File: src/rtl/key_debounce_pkg.sv
// Shared definitions for the push-button debouncer: per-key FSM state
// encoding, default timing constants and a counter-width helper.
package key_pkg;

  // Per-key debounce FSM states
  typedef enum logic [1:0] {
    IDLE         = 2'd0,
    PRESS_WAIT   = 2'd1,
    PRESSED      = 2'd2,
    RELEASE_WAIT = 2'd3
  } key_state_e;

  // 20 ms stable time and 1 s long-press time at 50 MHz
  localparam int CNT_MAX_DEF  = 1000000;
  localparam int LONG_MAX_DEF = 50000000;

  // Counter width able to hold 0..n-1; never narrower than one bit.
  function automatic int cnt_width(input int n);
    return (n > 1) ? $clog2(n) : 1;
  endfunction

endpackage

File: src/rtl/key_debounce_ch.sv
// One key channel: 2-flop synchronizer, debounce FSM with stable-sample
// counter, registered level/press/release outputs and, when
// KEY_LONG_PRESS_EN is defined, a saturating hold counter driving long_o.
module key_debounce_ch
  import key_pkg::*;
#(
  parameter int CNT_MAX  = CNT_MAX_DEF,
  parameter int LONG_MAX = LONG_MAX_DEF
) (
  input  logic clk,
  input  logic rstn,
  input  logic key_i,
  output logic key_state_o,
  output logic press_o,
  output logic release_o,
  output logic long_o
);

  localparam int            CW       = cnt_width(CNT_MAX);
  localparam logic [CW-1:0] CNT_LAST = CW'(CNT_MAX - 1);

  // The acceptance compare needs at least two counter values to be meaningful.
  if (CNT_MAX < 2 || LONG_MAX < 2) begin : g_param_chk
    $error("key_debounce_ch: CNT_MAX and LONG_MAX must be at least 2");
  end

  logic          sync_p0;
  logic          sync_p1;
  logic          key_act;
  key_state_e    state;
  key_state_e    state_nxt;
  logic [CW-1:0] cnt;
  logic [CW-1:0] cnt_nxt;
  logic          press_nxt;
  logic          release_nxt;
  logic          level_nxt;

  // Two-stage synchronizer; resets to the released level (key_i high)
  always_ff @(posedge clk or negedge rstn) begin
    if (!rstn) begin
      sync_p0 <= 1'b1;
      sync_p1 <= 1'b1;
    end else begin
      sync_p0 <= key_i;
      sync_p1 <= sync_p0;
    end
  end

  // --- stage boundary: synchronized, active-high key seen by the FSM ---
  assign key_act = ~sync_p1;

  // Next-state, counter and pulse decode; counter stays 0 outside WAIT states
  always_comb begin
    state_nxt   = state;
    cnt_nxt     = '0;
    press_nxt   = 1'b0;
    release_nxt = 1'b0;
    case (state)
      IDLE: begin
        if (key_act) state_nxt = PRESS_WAIT;
      end
      PRESS_WAIT: begin
        if (!key_act) begin
          state_nxt = IDLE;
        end else if (cnt == CNT_LAST) begin
          state_nxt = PRESSED;
          press_nxt = 1'b1;
        end else begin
          cnt_nxt = cnt + 1'b1;
        end
      end
      PRESSED: begin
        if (!key_act) state_nxt = RELEASE_WAIT;
      end
      RELEASE_WAIT: begin
        if (key_act) begin
          state_nxt = PRESSED;
        end else if (cnt == CNT_LAST) begin
          state_nxt   = IDLE;
          release_nxt = 1'b1;
        end else begin
          cnt_nxt = cnt + 1'b1;
        end
      end
      default: begin
        state_nxt = IDLE;
      end
    endcase
  end

  // The debounced level is high from acceptance of a press until acceptance
  // of the release, i.e. in PRESSED and RELEASE_WAIT.
  assign level_nxt = (state_nxt == PRESSED) || (state_nxt == RELEASE_WAIT);

  // FSM state, counter and registered outputs
  always_ff @(posedge clk or negedge rstn) begin
    if (!rstn) begin
      state       <= IDLE;
      cnt         <= '0;
      key_state_o <= 1'b0;
      press_o     <= 1'b0;
      release_o   <= 1'b0;
    end else begin
      state       <= state_nxt;
      cnt         <= cnt_nxt;
      key_state_o <= level_nxt;
      press_o     <= press_nxt;
      release_o   <= release_nxt;
    end
  end

`ifdef KEY_LONG_PRESS_EN
  localparam int            HW        = cnt_width(LONG_MAX);
  localparam logic [HW-1:0] HOLD_LAST = HW'(LONG_MAX - 1);

  logic [HW-1:0] hold;
  logic          long_done;

  // Hold counter runs only while PRESSED and the key is still down; it
  // saturates at HOLD_LAST and long_done blocks any repeat pulse. Leaving
  // PRESSED (into RELEASE_WAIT) clears both, so a bounce back restarts at 0.
  always_ff @(posedge clk or negedge rstn) begin
    if (!rstn) begin
      hold      <= '0;
      long_done <= 1'b0;
      long_o    <= 1'b0;
    end else if ((state == PRESSED) && key_act) begin
      if (hold != HOLD_LAST) hold <= hold + 1'b1;
      long_o <= (hold == HOLD_LAST) && !long_done;
      if (hold == HOLD_LAST) long_done <= 1'b1;
    end else begin
      hold      <= '0;
      long_done <= 1'b0;
      long_o    <= 1'b0;
    end
  end
`else
  assign long_o = 1'b0;
`endif

endmodule

File: src/rtl/key_debounce.sv
// Multi-key push-button debouncer: KEY_NUM independent channels, each
// turning a raw active-low key into a clean level plus press/release
// pulses. Optional long-press detection is enabled by KEY_LONG_PRESS_EN.
module key_debounce
  import key_pkg::*;
#(
  parameter int KEY_NUM  = 4,
  parameter int CNT_MAX  = CNT_MAX_DEF,
  parameter int LONG_MAX = LONG_MAX_DEF
) (
  input  logic               clk,
  input  logic               rstn,
  input  logic [KEY_NUM-1:0] key_i,
  output logic [KEY_NUM-1:0] key_state_o,
  output logic [KEY_NUM-1:0] press_o,
  output logic [KEY_NUM-1:0] release_o,
  output logic [KEY_NUM-1:0] long_o
);

  // One fully independent channel per key
  for (genvar i = 0; i < KEY_NUM; i++) begin : g_ch
    key_debounce_ch #(
      .CNT_MAX  (CNT_MAX),
      .LONG_MAX (LONG_MAX)
    ) u_ch (
      .clk         (clk),
      .rstn        (rstn),
      .key_i       (key_i[i]),
      .key_state_o (key_state_o[i]),
      .press_o     (press_o[i]),
      .release_o   (release_o[i]),
      .long_o      (long_o[i])
    );
  end

endmodule

File: config.mk
export PLATFORM = sky130hd
export DESIGN_NAME = key_debounce
export DESIGN_NICKNAME = d
export VERILOG_FILES = /design/src/rtl/key_debounce_pkg.sv /design/src/rtl/key_debounce_ch.sv /design/src/rtl/key_debounce.sv
export SDC_FILE = /design/constraint.sdc
export NUM_CORES = 1
export LEC_CHECK = 0
export ABC_AREA = 1
export CAP_MARGIN = 25
export CORE_MARGIN = 2
export CORE_UTILIZATION = 61
export CTS_CLUSTER_DIAMETER = 150
export CTS_CLUSTER_SIZE = 24
export DETAILED_ROUTE_END_ITERATION = 8
export GPL_TIMING_DRIVEN = 0
export MAX_ROUTING_LAYER = met4
export PLACE_DENSITY = 0.8
export SLEW_MARGIN = 10
export SYNTH_ARGS = -nofsm -noshare
export SYNTH_HDL_FRONTEND = slang
export SYNTH_SLANG_ARGS = --single-unit
export TNS_END_PERCENT = 5
File: constraint.sdc
create_clock -name clk -period 1.8 [get_ports clk]
set_input_delay 0.27 -clock clk [delete_from_list [all_inputs] [get_ports clk]]
set_output_delay 0.27 -clock clk [all_outputs]
set_load 0.01 [all_outputs]
=== Yosys cells after proc, flatten, opt, wreduce, memory -nomap -nowiden ===
Cells that the tools add are included.

* Input port bits: 6
* Register bits: 108
* Output and inout bits: 16
* Logic and storage cells: 128

* Reductions and logical operators: 8
* $add $sub $neg: 4
* Eq/ne operators: 24
* Mux-type cells: 64

{| class="wikitable"
|+ Operators with widths
! cell !! number
|-
| 20-bit two-way mux || 12
|-
| 20-bit case mux with 2 select lines || 4
|-
| 20-bit by 1-bit adder with 20-bit output, second input constant || 4
|-
| 20-bit equality test, second input constant || 4
|-
| 2-bit two-way mux || 24
|-
| 2-bit equality test, second input constant || 16
|-
| 2-bit case mux with 4 select lines || 4
|-
| 1-bit two-way mux || 20
|-
| 2-bit by 1-bit equality test with 1-bit output, second input constant || 4
|-
| 2-bit logical NOT || 4
|-
| 1-bit logical OR || 4
|}

=== Logic depth before layout (Yosys ltp) ===
* Depth after elaboration: 6
* Mapped depth: 9
* Mapped depth without buffers: 9

=== Cells and area by module ===
From an unflattened synthesis, not the netlist that was laid out.

* Cells, all modules: 740
* Area total of the unflattened synthesis: 5,740.5 um^2

{| class="wikitable"
|+ Modules (own cells, without submodules)
! module !! area an instance (um^2) !! sequential area each (um^2) !! instances !! cells an instance
|-
| key_debounce_ch at g_ch[0].u_ch ... || 1,431.4 || 678.2 || 3 || 184
|-
| key_debounce_ch at g_ch[3].u_ch || 1,446.4 || 678.2 || 1 || 188
|}

=== Worst setup path before layout ===
No wires, ideal clock.

* Path kind: register to register
* Start point: register g_ch[2].u_ch.cnt[0]
* End point: register g_ch[2].u_ch.key_state_o
* Slack: 0.448 ns
* Period minus slack after synthesis: 1.352 ns
* Buffers on the path: 0
* Data arrival time: 1.238 ns
* Stages on the path, launching flop included: 9
* Setup time: 0.115 ns
* Path through: dfrtp_1 > ha_1 > nand2_1 > nor2_4 > nand3_2 > nor2_2 > nand3_1 > nand2_1 > inv_1

* Word-level cells in the longest chain between the ends: 6
* Elaborated cells on any way between the ends: 9

{| class="wikitable"
|+ Ends and longest elaborated chain
! element !! RTL line !! text
|-
| from (decl) || key_debounce_ch.sv:32 || <nowiki>logic [CW-1:0] cnt;</nowiki>
|-
| from (signal assigned) || key_debounce_ch.sv:105 || <nowiki>cnt <= cnt_nxt;</nowiki>
|-
| 20-bit equality test (*) || key_debounce_ch.sv:65, key_debounce_ch.sv:78 ||
|-
| 2-bit two-way mux (on tied branches) || key_debounce_ch.sv:78, key_debounce_ch.sv:65 ||
|-
| 2-bit two-way mux (on tied branches) || key_debounce_ch.sv:76, key_debounce_ch.sv:63 ||
|-
| 2-bit case mux with 4 select lines (*) || key_debounce_ch.sv:58 || <nowiki>case (state)</nowiki>
|-
| 2-bit equality test || key_debounce_ch.sv:93 || <nowiki>assign level_nxt = (state_nxt == PRESSED) || (state_nxt == RELEASE_WAIT);</nowiki>
|-
| 1-bit logical OR (*) || key_debounce_ch.sv:93 ||
|-
| named net g_ch[2].u_ch.level_nxt || key_debounce_ch.sv:36 || <nowiki>logic level_nxt;</nowiki>
|-
| to (signal assigned) || key_debounce_ch.sv:106 || <nowiki>key_state_o <= level_nxt;</nowiki>
|-
| to (decl) || key_debounce_ch.sv:13 || <nowiki>output logic key_state_o,</nowiki>
|}

The timed path passes the listed nets; every way through them passes the cells marked *.

=== Worst setup path in the final report ===
* Start point: register g_ch[0].u_ch.press_o
* End point: output press_o[0]

{| class="wikitable"
|+ RTL lines
! element !! RTL line !! text
|-
| from (decl) || key_debounce_ch.sv:14 || <nowiki>output logic press_o,</nowiki>
|-
| from (signal assigned) || key_debounce_ch.sv:107 || <nowiki>press_o <= press_nxt;</nowiki>
|-
| to (decl) || key_debounce.sv:15 || <nowiki>output logic [KEY_NUM-1:0] press_o,</nowiki>
|}

No word-level cell between the ends.

==> flow_metrics.env <==
export IMPL_min_period_ns=1.62
export IMPL_ios=22
export IMPL_power_mw=4.13
export IMPL_crit_family="buffers and inverters"
export IMPL_use_met2_pct=39.2
export IMPL_fin_skew_ns=0.00998
export IMPL_max_cap_viol_count=0
export IMPL_fin_nets=798
export IMPL_clk_pin_slew_worst_paths_ns=0.10
export IMPL_start_util_pct=63.1
export IMPL_drc=0
export IMPL_die_area_mm2=0.0104
export IMPL_grt_max_degree=72
export IMPL_cp_end_kind="output pin"
export IMPL_critPathRequiredTime_ns=1.53
export IMPL_portBuffers=17
export IMPL_ant_nets=0
export IMPL_numClockSinks=108
export IMPL_ys_warnings_count=0
export IMPL_fin_util_pct=69.4
export IMPL_use_met3_pct=4.21
export IMPL_worstPathMaxFanout=1
export IMPL_synth_edff_count=0
export IMPL_setup_viol=0
export IMPL_insertion_delay_ns=0.37
export IMPL_grt_most_used_layer="met2"
export IMPL_ys_top_cells_by_count="nand2_1 (191), nor2_1 (173), dfrtp_1 (100)"
export IMPL_powerDensity_mw_per_mm2=645
export IMPL_ys_seq_area_share_pct=46.5
export IMPL_rsz0062_at_grt="false"
export IMPL_synthFlopType="dfrtp_1"
export IMPL_overflow=0
export IMPL_synth_cell_types=30
export IMPL_use_met1_pct=28.8
export IMPL_grt_pass1_vias=4283
export IMPL_netlist_instances=755
export IMPL_slew_viol_final=0
export IMPL_cts_made_buffers=9
export IMPL_core_mm2=0.00924
export IMPL_setup_slack_ns=0.175
export IMPL_slowest_stage="clkdlybuf4s50_1"
export IMPL_vdd_ir_drop_max_v=0.000507
export IMPL_stdcell_count=922
export IMPL_placed_cells=905
export IMPL_criticalPathCategory="reg -> out"
export IMPL_postSynth_asyncResetShare_pct=100
export IMPL_antenna_found_initial=0
export IMPL_whs_ns=0.302
export IMPL_fmax_mhz=616
export IMPL_hold_viol=0
export IMPL_layout_drive_gt1_share_pct=11.5
export IMPL_drt_iter0_drc=169
export IMPL_cts_repair_resize_count=0
export IMPL_die_w_um=102
export IMPL_fin_tns_setup_ns=0
export IMPL_drt_wirelength_per_cell_um=11.7
export IMPL_drt_wl_total_um=10800
export IMPL_power_leakage_nw=2.79
export IMPL_rows=35
export IMPL_max_stage_delay_ns=0.46
export IMPL_cts_root_buf="clkbuf_8"
export IMPL_fin_area_mm2=0.00641
export IMPL_synthTopCellsByArea="dfrtp_1 (43%), nand2_1 (12%), nor2_1 (11%), inv_1 (5.9%), xor2_1 (4.2%)"
export IMPL_synth_most_common_cell="nand2_1"
export IMPL_htree_levels=3
export IMPL_vias=4557
export IMPL_yosys_area_top_type_share_pct=42.9
export IMPL_dp_slack_ns=0.242
export IMPL_hold_path_class="in -> reg"
export IMPL_synth_seq_cells=108
export IMPL_grt_total_usage_pct=23.2
export IMPL_num_fill_cells=735
export IMPL_clockBufferDepth=2
export IMPL_first_pass_iters=4
export IMPL_crit_chain="buf_4 > clkdlybuf4s50_1"
export IMPL_grt_pass1_wl_um=18700
export IMPL_syn_avg_cell_area_um2=7.72
export IMPL_die_h_um=102
export IMPL_placed_area_mm2=0.00620
export IMPL_hpwl_um=7880
export IMPL_cts_tree="built"
export IMPL_start_kind="register"
export IMPL_outcome="finished clean"
export IMPL_n_antenna_cell=0
export IMPL_synth_top_cell_by_area="dfrtp_1"
export IMPL_finalCritPeriodShare_pct=90.3
export IMPL_synthesis_area_mm2=0.00583
export IMPL_worstPathArrival_ns=1.35
export IMPL_cp_buffers_inverters=2
export IMPL_area_growth_pct=9.91
export IMPL_gp_congestion=0.900
export IMPL_vias_per_cell=4.94
==> registers in the layout (all words and copies together), names as in the netlist <==
signal / cells
g_ch.u_ch.cnt: 80
g_ch.u_ch.key_state_o: 4
g_ch.u_ch.press_o: 4
g_ch.u_ch.release_o: 4
g_ch.u_ch.state: 8
g_ch.u_ch.sync_p0: 4
g_ch.u_ch.sync_p1: 4
==> power by group <==
part	internal (mW)	total [mW]	leakage (nW)	switching [mW]
clock	0.724	1.50	0.0979	0.771
combinational	0.0593	0.166	1.22	0.107
sequential	2.45	2.47	1.47	0.0184
==> cell usage in the layout (no fill, tap or decap), types with 8 or more instances in the layout <==
master           Yosys  routed
nand2_1            191     191
nor2_1             173     173
dfrtp_1            100     100
inv_1               92      92
nand3_1             38      38
xor2_1              28      28
buf_4               16      16
clkdlybuf4s50_1      0      16
nor2_2              15      15
nor3_1              14      14
nor2_4              12      12
a21oi_1             12      12
clkbuf_8             0      11
nand4_1              8       8
nand3_2              8       8
dfstp_2              8       8
==> routing by layer <==
layer  wire length, um  share of wire (%)  up-vias
met5                 0                  0        -
met4                95               0.88        0
met3               340                3.1        9
met2              5330                 49       66
met1              5030                 47     2135
li1                  -                  -     2347
==> cell type report <==
| class | count | area, um^2 | area share, % |
|---|---|---|---|
| clock inverters | 1 | 30.0 | 0.468 |
| well taps | 129 | 161 | 2.52 |
| inverters | 94 | 353 | 5.50 |
| multi-input cells | 536 | 2610 | 40.8 |
| plain buffers | 20 | 165 | 2.58 |
| repair buffers | 19 | 209 | 3.26 |
| clock buffers | 15 | 166 | 2.60 |
| flip-flops and latches | 108 | 2710 | 42.3 |
==> worst paths after layout <==
path,start,end,slack [ns],cells past startpoint
setup / recovery,g_ch[0].u_ch.press_o,press_o[0],0.18,2
hold / removal,key_i[2],g_ch[2].u_ch.sync_p0,0.30,1
setup reg to reg,g_ch[2].u_ch.cnt[0],g_ch[2].u_ch.cnt[16],0.24,8
hold reg to reg,g_ch[2].u_ch.sync_p0,g_ch[2].u_ch.sync_p1,0.36,0
max in group asynchronous,rstn,g_ch[3].u_ch.sync_p0,0.74,3
min in group asynchronous,rstn,g_ch[1].u_ch.cnt[15],0.37,2
==> timing repair <==
action,in CTS,in global routing
endpoints found under the hold margin,35,0
hold buffers,1,0
setup buffers,0,0
==> cells by family (layout without fill, tap and decap cells) <==
logic type	after synthesis	in the layout	synth area share, %
fa+ha+maj	4	4	0.858
compound gates	24	24	3.24
xor+xnor	34	34	5.11
buf+inv	114	149	8.88
simple gates	470	470	35.3
other cells	1	4	0.0643
flops	108	108	46.5
No activity file was read; power rests on OpenSTA's default activity.
